$ cat src/rtl/operand_forward_unit_pkg.sv
// Shared types for the operand forwarding unit: tracker entry, select codes, select width.
// Pure definitions; no timing, no flow control.
package fwd_pkg;

  // Tracker rd field is sized for the widest supported register file; narrower AW zero-extends.
  localparam int RD_W_MAX = 8;

  typedef struct packed {
    logic                valid;
    logic [RD_W_MAX-1:0] rd;
    logic                is_load;
  } fwd_entry_t;

  localparam int SEL_RF         = 0;
  localparam int SEL_STAGE_BASE = 1;

  function automatic int fwd_sel_w(input int stages);
    return $clog2(stages + 1);
  endfunction

endpackage

$ cat src/rtl/operand_forward_unit_if.sv
// EX-stage operand bundle between ID/EX, the forwarding unit and the ALU inputs.
// Combinational outputs; stall_o is the only backpressure, toward IF/ID/EX.
interface operand_forward_unit_if
  import fwd_pkg::*;
#(
  parameter int WIDTH      = 32,
  parameter int NUM_SRC    = 2,
  parameter int FWD_STAGES = 2,
  parameter int AW         = 5
);
  localparam int SELW = fwd_sel_w(FWD_STAGES);

  logic                        advance_i;
  logic [AW-1:0]               ex_rd_i;
  logic                        ex_regwrite_i;
  logic                        ex_is_load_i;
  logic [NUM_SRC*AW-1:0]       ex_rs_i;
  logic [NUM_SRC*WIDTH-1:0]    ex_rf_data_i;
  logic [FWD_STAGES*WIDTH-1:0] stage_data_i;
  logic                        flush_i;
  logic [NUM_SRC*WIDTH-1:0]    src_o;
  logic [NUM_SRC*SELW-1:0]     fwd_sel_o;
  logic                        stall_o;
  logic [31:0]                 stall_count_o;

  modport master (
    output advance_i, ex_rd_i, ex_regwrite_i, ex_is_load_i, ex_rs_i,
           ex_rf_data_i, stage_data_i, flush_i,
    input  src_o, fwd_sel_o, stall_o, stall_count_o
  );

  modport slave (
    input  advance_i, ex_rd_i, ex_regwrite_i, ex_is_load_i, ex_rs_i,
           ex_rf_data_i, stage_data_i, flush_i,
    output src_o, fwd_sel_o, stall_o, stall_count_o
  );
endinterface

$ cat src/rtl/operand_forward_unit_operand_sel.sv
// Youngest-producer priority match for one EX source operand; purely combinational.
// Flags a load hazard instead of selecting when the winning producer's data is not ready yet.
module fwd_operand_sel
  import fwd_pkg::*;
#(
  parameter int WIDTH            = 32,
  parameter int FWD_STAGES       = 2,
  parameter int AW               = 5,
  parameter int LOAD_READY_STAGE = 1,
  parameter int SELW             = 2
) (
  input  logic [AW-1:0]               rs,
  input  logic [WIDTH-1:0]            rf_data,
  input  fwd_entry_t                  entries [FWD_STAGES],
  input  logic [FWD_STAGES*WIDTH-1:0] stage_data,
  output logic [SELW-1:0]             sel,
  output logic [WIDTH-1:0]            data,
  output logic                        load_hazard
);
  logic [RD_W_MAX-1:0] rs_ext;
  logic                found;

  assign rs_ext = RD_W_MAX'(rs);

  always_comb begin
    sel         = SELW'(SEL_RF);
    data        = rf_data;
    load_hazard = 1'b0;
    found       = 1'b0;
    for (int k = 0; k < FWD_STAGES; k++) begin
      if (!found && entries[k].valid && entries[k].rd == rs_ext && entries[k].rd != '0) begin
        found = 1'b1;
        // Load result not yet available: stall and leave the select parked on the register file.
        if (entries[k].is_load && k < LOAD_READY_STAGE) begin
          load_hazard = 1'b1;
        end else begin
          sel  = SELW'(k + SEL_STAGE_BASE);
          data = stage_data[k*WIDTH +: WIDTH];
        end
      end
    end
  end
endmodule

$ cat src/rtl/operand_forward_unit.sv
// Execute-stage operand forwarding with an in-flight destination tracker and load-use stall.
// Zero-cycle select/data; stall_o holds IF/ID/EX and inserts a bubble into the tracker.
module operand_forward_unit
  import fwd_pkg::*;
#(
  parameter int WIDTH            = 32,
  parameter int NUM_SRC          = 2,
  parameter int FWD_STAGES       = 2,
  parameter int AW               = 5,
  parameter int LOAD_READY_STAGE = 1,
  parameter int SELW             = fwd_sel_w(FWD_STAGES)
) (
  input  logic                  clk,
  input  logic                  rst,
  operand_forward_unit_if.slave bus
);
  fwd_entry_t                 trk [FWD_STAGES];
  logic [NUM_SRC-1:0]         hazard;
  logic [NUM_SRC*WIDTH-1:0]   src_flat;
  logic [NUM_SRC*SELW-1:0]    sel_flat;
  logic                       stall;
  logic [31:0]                stall_count;

  for (genvar i = 0; i < NUM_SRC; i++) begin : g_src
    fwd_operand_sel #(
      .WIDTH            (WIDTH),
      .FWD_STAGES       (FWD_STAGES),
      .AW               (AW),
      .LOAD_READY_STAGE (LOAD_READY_STAGE),
      .SELW             (SELW)
    ) u_sel (
      .rs          (bus.ex_rs_i[i*AW +: AW]),
      .rf_data     (bus.ex_rf_data_i[i*WIDTH +: WIDTH]),
      .entries     (trk),
      .stage_data  (bus.stage_data_i),
      .sel         (sel_flat[i*SELW +: SELW]),
      .data        (src_flat[i*WIDTH +: WIDTH]),
      .load_hazard (hazard[i])
    );
  end

  assign stall             = |hazard;
  assign bus.stall_o       = stall;
  assign bus.src_o         = src_flat;
  assign bus.fwd_sel_o     = sel_flat;
  assign bus.stall_count_o = stall_count;

  always_ff @(posedge clk) begin
    if (rst) begin
      for (int k = 0; k < FWD_STAGES; k++) trk[k] <= '0;
      stall_count <= '0;
    end else if (bus.advance_i) begin
      for (int k = 1; k < FWD_STAGES; k++) trk[k] <= trk[k-1];
      // Stalled or flushed EX instructions enter the tracker as bubbles.
      trk[0] <= '{valid:   bus.ex_regwrite_i & ~bus.flush_i & ~stall,
                  rd:      RD_W_MAX'(bus.ex_rd_i),
                  is_load: bus.ex_is_load_i};
      if (stall && stall_count != 32'hFFFF_FFFF) stall_count <= stall_count + 32'd1;
    end
  end
endmodule

$ cat src/flat_wrapper.sv
// flat-port wrapper written by rule: the top's interface ports become plain ports
module operand_forward_unit_flat import fwd_pkg::*;
#(
  parameter int WIDTH            = 32,
  parameter int NUM_SRC          = 2,
  parameter int FWD_STAGES       = 2,
  parameter int AW               = 5,
  parameter int LOAD_READY_STAGE = 1,
  parameter int SELW             = fwd_sel_w(FWD_STAGES)
)
  (clk, rst, bus_advance_i, bus_ex_rd_i, bus_ex_regwrite_i, bus_ex_is_load_i, bus_ex_rs_i, bus_ex_rf_data_i, bus_stage_data_i, bus_flush_i, bus_src_o, bus_fwd_sel_o, bus_stall_o, bus_stall_count_o);
  operand_forward_unit_if #(.WIDTH(WIDTH), .NUM_SRC(NUM_SRC), .FWD_STAGES(FWD_STAGES), .AW(AW)) bus_i ();
  input  logic clk;
  input  logic rst;
  input wire logic [$bits(bus_i.advance_i)-1:0] bus_advance_i;
  input wire logic [$bits(bus_i.ex_rd_i)-1:0] bus_ex_rd_i;
  input wire logic [$bits(bus_i.ex_regwrite_i)-1:0] bus_ex_regwrite_i;
  input wire logic [$bits(bus_i.ex_is_load_i)-1:0] bus_ex_is_load_i;
  input wire logic [$bits(bus_i.ex_rs_i)-1:0] bus_ex_rs_i;
  input wire logic [$bits(bus_i.ex_rf_data_i)-1:0] bus_ex_rf_data_i;
  input wire logic [$bits(bus_i.stage_data_i)-1:0] bus_stage_data_i;
  input wire logic [$bits(bus_i.flush_i)-1:0] bus_flush_i;
  output wire logic [$bits(bus_i.src_o)-1:0] bus_src_o;
  output wire logic [$bits(bus_i.fwd_sel_o)-1:0] bus_fwd_sel_o;
  output wire logic [$bits(bus_i.stall_o)-1:0] bus_stall_o;
  output wire logic [$bits(bus_i.stall_count_o)-1:0] bus_stall_count_o;
  assign bus_i.advance_i = bus_advance_i;
  assign bus_i.ex_rd_i = bus_ex_rd_i;
  assign bus_i.ex_regwrite_i = bus_ex_regwrite_i;
  assign bus_i.ex_is_load_i = bus_ex_is_load_i;
  assign bus_i.ex_rs_i = bus_ex_rs_i;
  assign bus_i.ex_rf_data_i = bus_ex_rf_data_i;
  assign bus_i.stage_data_i = bus_stage_data_i;
  assign bus_i.flush_i = bus_flush_i;
  assign bus_src_o = bus_i.src_o;
  assign bus_fwd_sel_o = bus_i.fwd_sel_o;
  assign bus_stall_o = bus_i.stall_o;
  assign bus_stall_count_o = bus_i.stall_count_o;
  operand_forward_unit #(.WIDTH(WIDTH), .NUM_SRC(NUM_SRC), .FWD_STAGES(FWD_STAGES), .AW(AW), .LOAD_READY_STAGE(LOAD_READY_STAGE), .SELW(SELW)) u_core (.clk(clk), .rst(rst), .bus(bus_i));
endmodule
$ cat config.mk
export PLATFORM = sky130hd
export DESIGN_NAME = operand_forward_unit_flat
export DESIGN_NICKNAME = d
export VERILOG_FILES = /design/src/rtl/operand_forward_unit_pkg.sv /design/src/rtl/operand_forward_unit_if.sv /design/src/rtl/operand_forward_unit_operand_sel.sv /design/src/rtl/operand_forward_unit.sv /design/src/flat_wrapper.sv
export SDC_FILE = /design/constraint.sdc
export NUM_CORES = 1
export LEC_CHECK = 0
export ABC_AREA = 1
export CAP_MARGIN = 20
export CORE_MARGIN = 1.5
export CORE_UTILIZATION = 30
export DETAILED_ROUTE_END_ITERATION = 8
export PLACE_DENSITY = 0.66
export RECOVER_POWER = 100
export SYNTH_ARGS = -nofsm -noshare
export SYNTH_HDL_FRONTEND = slang
export SYNTH_SLANG_ARGS = --single-unit
$ cat constraint.sdc
create_clock -name clk -period 1.8 [get_ports clk]
set_clock_uncertainty 0.2 [all_clocks]
set_input_delay 0.27 -clock clk [delete_from_list [all_inputs] [get_ports clk]]
set_output_delay 0.27 -clock clk [all_outputs]
set_load 0.1 [all_outputs]
==> impl_metrics.tcl <==
set metrics [dict create \
    run_status "complete, but fails checks" \
    violations "setup timing" \
    mean_instance_size_in_the_synthesized_netlist_um2 5.24 \
    synth_flop_cell "dfxtp_1" \
    drt.antenna.violating_nets 0 \
    synth_area_um2 4830 \
    setup_ws_ns -0.841 \
    end_kind "output pin" \
    fmax_ghz 0.379 \
    clock_latency_ns 0.29 \
    grt-ovfl-total 0 \
    layout.filler_cells 1216 \
    power.ir.vdd_worst_mv 0.530 \
    synth_edf_count 0 \
    r2r_end "u_core.bus.stall_count_o[26]$_SDFFE_PP0P_" \
    drive_gt1_frac 0.458 \
    grt_use_total 0.277 \
    rr_startpoint "u_core.trk[14]$_SDFFE_PP0P_" \
    netlist-cell-type-count 31 \
    cts_tree "done" \
    worstHoldStart "u_core.bus.stall_count_o[15]$_SDFFE_PP0P_" \
    rr_worst_depth 15 \
    core_area_um2 15800 \
    critPathCapture "bus_src_o[14]" \
    vias_in_the_first_global_route 6990 \
    cts_max_path_buffers 2 \
    cts-htree-levels 2 \
    most_instantiated_library_cell_after_synthesis "nand2_1" \
    clockRootBuffer "clkbuf_16" \
    total_power_per_unit_cell_area_nw_per_um2 383 \
    hold-worst-slack_ns 0.305 \
    area_growth_pct 135 \
    fin_crit_sh 1.47 \
    p_int_mw 2.60 \
    yosys-top-cells-count "328 x nand2_1, 115 x o21ai_1, 98 x inv_1" \
    stdcell_count 1481 \
    place_congestion 0.894 \
    power.share.switching 0.403 \
    dr.first_iter.drc_count 441 \
    setup-violations-final 103 \
    unrepaired_setup_endpoints_after_global_routing "yes" \
    synth_area_leaders "nand2_1 25%, dfxtp_1 19%, o21ai_1 12%, nand3_1 8.6%, inv_1 7.6%" \
    placement_rows 46 \
    grt_start_max_net_pins 36 \
    max_cap_viol_count 0 \
    nNetsFinal 1409 \
    ys.warnings.count 0 \
    seqPwrFrac 0.230 \
    worstSetupStartpoint "u_core.trk[14]$_SDFFE_PP0P_" \
    worstPathRequired_ns 1.33 \
    routedWlPerCell_um 16.6 \
    final_hpwl_dp_um 18100 \
    synth_top_area_frac 0.255 \
    pwr-share-comb 0.532 \
    critical_path_class "reg2out" \
    clkPwrFrac 0.239 \
    floorplan.io_pins 250 \
    finalPower_mw 4.35 \
    async_reset_ff_frac 0 \
    die-area_um2 16900 \
    rrSetupSlack_ns -0.39 \
    drc_errors 0 \
    timing.final.max_slew_violations 0 \
    routed-via-count 7411 \
    placed_cells 1437 \
    start_util 0.305 \
    height_of_the_die_um 130 \
    cts_hold_buf 0 \
    utilization 0.719 \
    syn_nets 1073 \
    synth_seq_cells 45 \
    dieWidth_um 130 \
    clkTransAtPathRegs_ns 0.07 \
    cp.arrival_ns 2.17 \
    netlist_instances 923 \
    netlist.top_cell.by_area "nand2_1" \
    cts_bufs_inserted 5 \
    fin_tns_setup_ns -58.97 \
    cts.sink_count 45 \
    dr.pass1.iters 5 \
    routed_wirelength_um 24500 \
    grt_antenna_before_repair 4 \
    switching_power_mw 1.75 \
    startpoint_type "register" \
    max_slew_margin 0.636 \
    post_synthesis_sequential_area_ratio 0.186 \
    transition_time_at_the_pin_with_the_least_slew_margin_ns 0.548 \
    drt-vias-per-instance 5.00 \
    hold_path.class "reg2reg" \
    static-leakage-power_nw 4.83 \
    largest_fanout_on_the_critical_path 29 \
    hold_violation_count_in_the_final_report 0 \
    grt_first_pass_wirelength_um 37100 \
    port_buffers 249 \
    finalWorstPathRequiredPeriod_ns 2.64 \
]
## how the worst min path moves through the flow
stage | cells past startpoint | slack, ns | endpoint
2_1_floorplan | 2 | 0.24 | u_core.trk[19]$_SDFFE_PP0P_
3_3_place_gp | 2 | 0.29 | u_core.bus.stall_count_o[15]$_SDFFE_PP0P_
3_5_place_dp | 2 | 0.31 | u_core.bus.stall_count_o[15]$_SDFFE_PP0P_
4_1_cts | 2 | 0.32 | u_core.bus.stall_count_o[15]$_SDFFE_PP0P_
5_1_grt | 2 | 0.33 | u_core.bus.stall_count_o[15]$_SDFFE_PP0P_
6_report | 2 | 0.30 | u_core.bus.stall_count_o[15]$_SDFFE_PP0P_
## cells by family after synthesis
group / Yosys count / share of synthesized area
adders and majority gates: 1 / 0.00259
AOI/OAI and AO/OA: 167 / 0.176
and+or+nand+nor: 537 / 0.475
xor gates and xnor gates: 2 / 0.00362
buffers and inverters: 171 / 0.157
DFF: 45 / 0.186
## metal layers
layer,vias to the layer above,global-route usage,wire (um)
met3,57,0.0599,2010
met5,-,0,17
met4,2,0.0987,828
met1,3393,0.333,9410
li1,3663,-,-
met2,296,0.487,12300
## per-stage QoR
stage,setup slack (ns),area (um2)
floorplan,-0.220,6340
detailed placement,-0.968,10700
finish,-0.841,11400
global placement,-0.893,10700
CTS,-0.755,11500
global route,-0.918,11400
## flip-flops by register name, indices dropped and copies added, names as in the netlist
name and cells:
u_core.bus.stall_count_o 32, u_core.trk 13
## worst max-delay path: stages (launching register included)
cell and delay (ns):
dfxtp_2 0.34, inv_2 0.06, buf_6 0.12, a21oi_2 0.13, nand2_2 0.09, nor2_4 0.14, nand2_4 0.08, buf_12 0.15
buf_12 0.17, o21ai_2 0.13, o21ai_1 0.09, nand2_2 0.13, nand2_8 0.06, buf_12 0.16
## power by group through the flow
stage	Clock (mW)	Sequential (mW)	Combinational [mW]
4_1_cts	1.06	0.996	2.26
6_report	1.04	0.999	2.32
3_5_place_dp	0	1.02	2.19
2_1_floorplan	0	1.01	1.23
3_3_place_gp	0	1.02	2.18
5_1_grt	1.11	1.00	2.42
## placed cells by master, fill, tap and decap left out, drive strengths merged
cell / instances
a21oi: 19
diode: 5
nand2: 331
o2111ai: 1
clkdlybuf4s50: 137
dlygate4sd2: 10
nand4: 37
or2: 1
clkinvlp: 1
inv: 110
buf: 209
ha: 1
nand3: 84
clkinv: 2
o22ai: 4
dfxtp: 45
xnor2: 2
clkbuf: 38
and2: 1
nor3: 5
o21ai: 143
dlygate4sd3: 1
nor2: 78
## area by class of cell
class,instances,area [um2],area share
diodes,5,12.5,0.00110
repair buffers,387,4580,0.402
multi-input cells,707,4900,0.430
well taps,216,270,0.0237
inverters,113,435,0.0383
flip-flops and latches,45,1020,0.0896
clock buffers,8,168,0.0147
## timing repair
action                     CTS  global route
setup endpoints to repair  101           102
gates cloned                 2             1
resized for setup          111            69
buffers inserted            26             4
pin swaps                   29            34
Note: power is estimated with default switching activity, not from simulation.
